`config.mk`:
```
export PLATFORM = sky130hd
export DESIGN_NAME = program_memory_v2
export DESIGN_NICKNAME = d
export VERILOG_FILES = /design/src/rtl/pm_pkg.sv /design/src/rtl/pm_storage.sv /design/src/rtl/program_memory_v2.sv
export SDC_FILE = /design/constraint.sdc
export NUM_CORES = 1
export LEC_CHECK = 0
export ABC_AREA = 1
export CORE_MARGIN = 10
export CORE_UTILIZATION = 53
export CTS_BUF_LIST = sky130_fd_sc_hd__clkbuf_8 sky130_fd_sc_hd__clkbuf_16
export DETAILED_ROUTE_END_ITERATION = 8
export HOLD_SLACK_MARGIN = 0.02
export PLACE_DENSITY = 0.7
export SLEW_MARGIN = 20
export SYNTH_ARGS = -nofsm -noshare
export SYNTH_HDL_FRONTEND = slang
export SYNTH_HIERARCHICAL = 1
export SYNTH_SLANG_ARGS = --single-unit
```
`constraint.sdc`:
```
create_clock -name clk -period 4.1 [get_ports clk]
set_input_delay 0.82 -clock clk [delete_from_list [all_inputs] [get_ports clk]]
set_output_delay 0.82 -clock clk [all_outputs]
set_load 0.1 [all_outputs]
```
`src/rtl/pm_pkg.sv`:
```
// Shared types and default sizing for the program memory block.
package pm_pkg;
  typedef enum logic [1:0] {IDLE = 2'd0, LOAD = 2'd1, RUN = 2'd2} pm_state_t;
  localparam int PM_DATA_W = 16;
  localparam int PM_DEPTH  = 32;
endpackage

```
`src/rtl/pm_storage.sv`:
```
// Instruction storage array with per-word written flags.
// Define PM_PARITY_EN to keep an even-parity bit per word and check it on read.
module pm_storage
  import pm_pkg::*;
#(
  parameter int DATA_W = PM_DATA_W,
  parameter int DEPTH  = PM_DEPTH,
  parameter int ADDR_W = $clog2(DEPTH)
)(
  input  logic              clk,
  input  logic              rst_n,
  input  logic              clr_i,
  input  logic              wr_en_i,
  input  logic [ADDR_W-1:0] wr_addr_i,
  input  logic [DATA_W-1:0] wr_data_i,
  input  logic [ADDR_W-1:0] rd_addr_i,
  output logic [DATA_W-1:0] rd_data_o,
  output logic              rd_written_o,
  output logic              rd_perr_o
);
`ifdef PM_PARITY_EN
  localparam int WORD_W = DATA_W + 1;
`else
  localparam int WORD_W = DATA_W;
`endif

  logic [WORD_W-1:0] mem_q [DEPTH];
  logic [DEPTH-1:0]  wflag_q;
  logic [WORD_W-1:0] wr_word, rd_word;

  // Array contents are never reset; validity lives only in the flags.
  always_ff @(posedge clk)
    if (wr_en_i) mem_q[wr_addr_i] <= wr_word;

  always_ff @(posedge clk or negedge rst_n)
    if (!rst_n)       wflag_q <= '0;
    else if (clr_i)   wflag_q <= '0;
    else if (wr_en_i) wflag_q[wr_addr_i] <= 1'b1;

  assign rd_word      = mem_q[rd_addr_i];
  assign rd_data_o    = rd_word[DATA_W-1:0];
  assign rd_written_o = wflag_q[rd_addr_i];

`ifdef PM_PARITY_EN
  assign wr_word   = {^wr_data_i, wr_data_i};
  assign rd_perr_o = rd_written_o & (^rd_word);
`else
  assign wr_word   = wr_data_i;
  assign rd_perr_o = 1'b0;
`endif
endmodule

```
`src/rtl/program_memory_v2.sv`:
```
// Loadable program memory: IDLE/LOAD/RUN control, load pointer, one-cycle fetch pipe.
// Optional parity checking is enabled by defining PM_PARITY_EN.
module program_memory_v2
  import pm_pkg::*;
#(
  parameter int DATA_W = PM_DATA_W,
  parameter int DEPTH  = PM_DEPTH,
  parameter int ADDR_W = $clog2(DEPTH)
)(
  input  logic              clk,
  input  logic              rst_n,
  input  logic              load_start,
  input  logic              load_valid,
  input  logic [DATA_W-1:0] load_data,
  input  logic              load_last,
  output logic              load_ready,
  input  logic              fetch_req,
  input  logic [ADDR_W-1:0] fetch_addr,
  output logic              fetch_ready,
  output logic              fetch_valid,
  output logic [DATA_W-1:0] fetch_data,
  output logic              fetch_err,
  output logic [ADDR_W:0]   load_count
);
  localparam logic [ADDR_W:0]   DEPTH_L = (ADDR_W+1)'(DEPTH);
  localparam logic [ADDR_W-1:0] LAST_A  = ADDR_W'(DEPTH - 1);

  pm_state_t         state_q, state_d;
  logic [ADDR_W-1:0] wr_ptr_q, wr_ptr_d;
  logic [ADDR_W:0]   cnt_q, cnt_d;
  logic              fv_q, fe_q;
  logic [DATA_W-1:0] fd_q;
  logic              clr, wr_en, fetch_acc, fetch_oor;
  logic [ADDR_W-1:0] rd_addr;
  logic [DATA_W-1:0] rd_data;
  logic              rd_written, rd_perr;

  assign load_ready  = (state_q == LOAD);
  assign fetch_ready = (state_q == RUN);
  assign fetch_acc   = fetch_req && fetch_ready;
  assign fetch_oor   = {1'b0, fetch_addr} >= DEPTH_L;
  assign rd_addr     = fetch_oor ? '0 : fetch_addr;

  always_comb begin
    state_d  = state_q;
    wr_ptr_d = wr_ptr_q;
    cnt_d    = cnt_q;
    clr      = 1'b0;
    wr_en    = 1'b0;
    case (state_q)
      IDLE, RUN: if (load_start) begin
        state_d  = LOAD;
        wr_ptr_d = '0;
        cnt_d    = '0;
        clr      = 1'b1;
      end
      LOAD: if (load_valid) begin
        wr_en    = 1'b1;
        wr_ptr_d = wr_ptr_q + 1'b1;
        cnt_d    = cnt_q + 1'b1;
        if (load_last || wr_ptr_q == LAST_A) state_d = RUN;
      end
      default: state_d = IDLE;
    endcase
  end

  // Fetch samples storage before this edge's flag clear, so a coincident
  // load_start still returns the old program word.
  always_ff @(posedge clk or negedge rst_n)
    if (!rst_n) begin
      state_q  <= IDLE;
      wr_ptr_q <= '0;
      cnt_q    <= '0;
      fv_q     <= 1'b0;
      fd_q     <= '0;
      fe_q     <= 1'b0;
    end else begin
      state_q  <= state_d;
      wr_ptr_q <= wr_ptr_d;
      cnt_q    <= cnt_d;
      fv_q     <= fetch_acc;
      if (fetch_acc) begin
        fd_q <= (fetch_oor || !rd_written) ? '0 : rd_data;
        fe_q <= fetch_oor || rd_perr;
      end
    end

  pm_storage #(.DATA_W(DATA_W), .DEPTH(DEPTH), .ADDR_W(ADDR_W)) u_storage (
    .clk          (clk),
    .rst_n        (rst_n),
    .clr_i        (clr),
    .wr_en_i      (wr_en),
    .wr_addr_i    (wr_ptr_q),
    .wr_data_i    (load_data),
    .rd_addr_i    (rd_addr),
    .rd_data_o    (rd_data),
    .rd_written_o (rd_written),
    .rd_perr_o    (rd_perr)
  );

  assign fetch_valid = fv_q;
  assign fetch_data  = fd_q;
  assign fetch_err   = fe_q;
  assign load_count  = cnt_q;
endmodule

```
==> impl_metrics.json <==
{
  "dpl-instance-area_mm2": 0.02464,
  "cts_buffer_depth": 3,
  "area_growth_pct": 12.23,
  "stdcell_area_mm2": 0.02650,
  "floorplan.initialDensity_pct": 53.52,
  "hold_violations": 0,
  "synth.cell_area_mm2": 0.02361,
  "critPathArrivalTime_ns": 2.52,
  "worst_clock_skew_ns": 0.01116,
  "syn_inst": 2131,
  "power.switching_mw": 3.729,
  "yosys.area.top_type": "edfxtp_1",
  "clock_sinks": 575,
  "holdBufCountCts": 0,
  "overflow": 0,
  "p_per_area_mw_per_mm2": 518.5,
  "tritoncts": "done",
  "multiInputGateArea_mm2": 0.005901,
  "rsz0062_at_grt": "false",
  "seq_area_mm2": 0.01695,
  "n_antenna_cell": 0,
  "tightest_slew_ns": 0.9952,
  "slew_headroom_pct": 33.44,
  "die_h_um": 231.1,
  "routed_wl_um": 60170,
  "drive_above_1_share_pct": 8.022,
  "ys_top_cells_by_area": "edfxtp_1 65%, nand2_1 13%, nand3_1 8.8%",
  "hold_class": "input pin to async pin",
  "insertion_delay_ns": 0.61,
  "path_class": "flop to primary output",
  "nets": 2202,
  "post_cts_resized": 0,
  "avgSynthCellArea_um2": 11.08,
  "power_leakage_nw": 10.19,
  "place_congestion": 0.9598,
  "synth-seq-cells": 575,
  "synth-compound-area-share_pct": 0.5669,
  "row_count": 77,
  "routedWlPerCell_um": 21.41,
  "cts_setup_buffers": 0,
  "synthMuxAreaShare_pct": 0,
  "grt_pass1_wl_um": 91820,
  "cp-end-kind": "primary output",
  "io_buffers": 52,
  "slew_violations": 0,
  "via_count": 16010,
  "synth_top_area_share_pct": 65.11,
  "synthXorXnorAreaFrac_pct": 0.03709,
  "cts_root_buffer": "clkbuf_16",
  "setup_violations": 0,
  "synthAdderAreaFrac_pct": 0.1590,
  "p_sw_share_pct": 27.13,
  "start_kind": "flop",
  "cts_inserted_buffers": 56,
  "yosysUniqueCellTypes": 29,
  "dp_hpwl_um": 34930,
  "ys_seq_area_share_pct": 71.79,
  "p_comb_share_pct": 13.4,
  "synthSimpleGateAreaFrac_pct": 24.15,
  "finalCoreUtilization_pct": 60.06,
  "antenna_found_initial": 1,
  "ir_drop_mv": 0.4330,
  "power.internal_mw": 10.01,
  "crit_required_ns": 3.28,
  "crit_fanout": 7,
  "sequentialPowerShare_pct": 48.8,
  "layout_commonest_cell": "nand2_1",
  "ioPinCount": 53,
  "core-area_mm2": 0.04412,
  "die_area_mm2": 0.05340,
  "post-route-period-util_pct": 81.50,
  "path_clk_slew_ns": 0.06,
  "cap_violations": 0,
  "fin_crit_ns": 3.341,
  "drcViolationCount": 0,
  "fillers": 3609,
  "status": "completed",
  "yosys_warnings": 6,
  "synthesis.nets": 2161,
  "power_mw": 13.74,
  "viasPerCell": 5.695,
  "mostFrequentLayoutCells": "833 x nand2_1, 512 x edfxtp_1, 416 x nand3_1",
  "clock_power_share_pct": 37.7,
  "synth_top_family_by_area": "simple AND/OR/NAND/NOR gates",
  "antenna_left": 0,
  "grtUsageTotal_pct": 22.39,
  "ctsHtreeMaxLevel": 2,
  "tns_ns": 0,
  "initialDrtViolationCount": 2036,
  "firstDrtPassIters": 6,
  "die_x_um": 231.1,
  "grt_pass1_vias": 15210,
  "fmax_mhz": 299.3,
  "grt_max_degree": 137
}
sequential cells by signal, summed over array words and instances, names as in the netlist:
| register | flops |
|---|---|
| u_storage/wflag_q | 32 |
| u_storage/mem_q | 512 |
| wr_ptr_q | 5 |
| fetch_err | 1 |
| fetch_valid | 1 |
| fetch_data | 16 |
| state_q | 2 |
| load_count | 6 |
cells by family (layout without fill, tap and decap cells):
| kind of cell | Yosys count | count (layout) |
|---|---|---|
| compound gates | 24 | 24 |
| xor+xnor | 1 | 1 |
| fa+ha+maj | 3 | 3 |
| buf+inv | 162 | 250 |
| flops | 575 | 575 |
| other cells | 1 | 1 |
| simple gates | 1365 | 1365 |
final timing paths:
check / startpoint / endpoint / slack (ns) / cells after the start
worst max register to register: state_q[1]$_DFFE_PN0P_ / u_storage/mem_q[18][3]$_DFFE_PP_ / 1.58 / 7
max in group asynchronous: rst_n / u_storage/wflag_q[6]$_DFFE_PN0P_ / 3.10 / 2
worst min register to register: u_storage/wflag_q[24]$_DFFE_PN0P_ / u_storage/wflag_q[24]$_DFFE_PN0P_ / 0.50 / 2
min in group clk: u_storage/wflag_q[24]$_DFFE_PN0P_ / u_storage/wflag_q[24]$_DFFE_PN0P_ / 0.50 / 2
worst min-delay path: rst_n / fetch_err$_DFFE_PN0P_ / 0.41 / 2
worst max-delay path: state_q[0]$_DFFE_PN0P_ / load_ready / 0.76 / 3
final cells by class:
type,count,share of cell area [%]
Tap cell,592,2.795
Inverter,39,0.5902
Multi-Input combinational cell,1394,22.27
Clock buffer,60,5.538
Sequential cell,575,63.96
Timing Repair Buffer,106,3.347
Clock inverter,45,1.501
routing by layer:
layer | GRT usage (%) | part of all wire (%)
met1 | 32.38 | 43
met2 | 33.97 | 46
met3 | 3.897 | 8.5
met4 | 7.420 | 2.8
met5 | 0 | 0
worst max-delay path: stages (launching register included):
cell	delay (ns)
dfrtp_1	0.45
inv_2	0.10
nor2_4	0.19
clkdlybuf4s50_1	1.18
stage by stage:
stage          worst slack [ns]  cells  hold WS (ns)
2_1_floorplan            0.5836   2131        0.4661
3_3_place_gp             0.7850   2706        0.4777
3_5_place_dp             0.7674   2706        0.4862
4_1_cts                  0.7309   2811        0.4143
5_1_grt                  0.6937   2811        0.4644
6_report                 0.7586   2811        0.4099
synth_stat cells:
cell type / instances
clkinv_1: 2
nand3_1: 416
nand3_2: 1
buf_6: 5
edfxtp_1: 512
clkbuf_1: 30
o31ai_1: 1
buf_1: 10
ha_1: 3
a21oi_1: 2
nand2_4: 2
o21ai_2: 3
inv_1: 31
dfrtp_1: 63
nand4_1: 1
buf_4: 13
nor2_1: 96
o21ai_1: 15
nor3_1: 12
conb_1: 1
nand2_2: 1
inv_2: 6
nor2_4: 2
clkbuf_2: 1
nand2_1: 833
buf_2: 64
nor4_1: 1
xor2_1: 1
o21ai_0: 3
power by group through the flow:
stage / clock, mW / combinational [mW] / sequential [mW]
6_report: 5.19 / 1.84 / 6.71
2_1_floorplan: 0 / 0.750 / 7.30
3_3_place_gp: 0 / 1.81 / 6.83
4_1_cts: 5.25 / 1.84 / 6.71
5_1_grt: 5.48 / 1.96 / 6.73
3_5_place_dp: 0 / 1.83 / 6.83
Note: power is estimated with default switching activity, not from simulation.
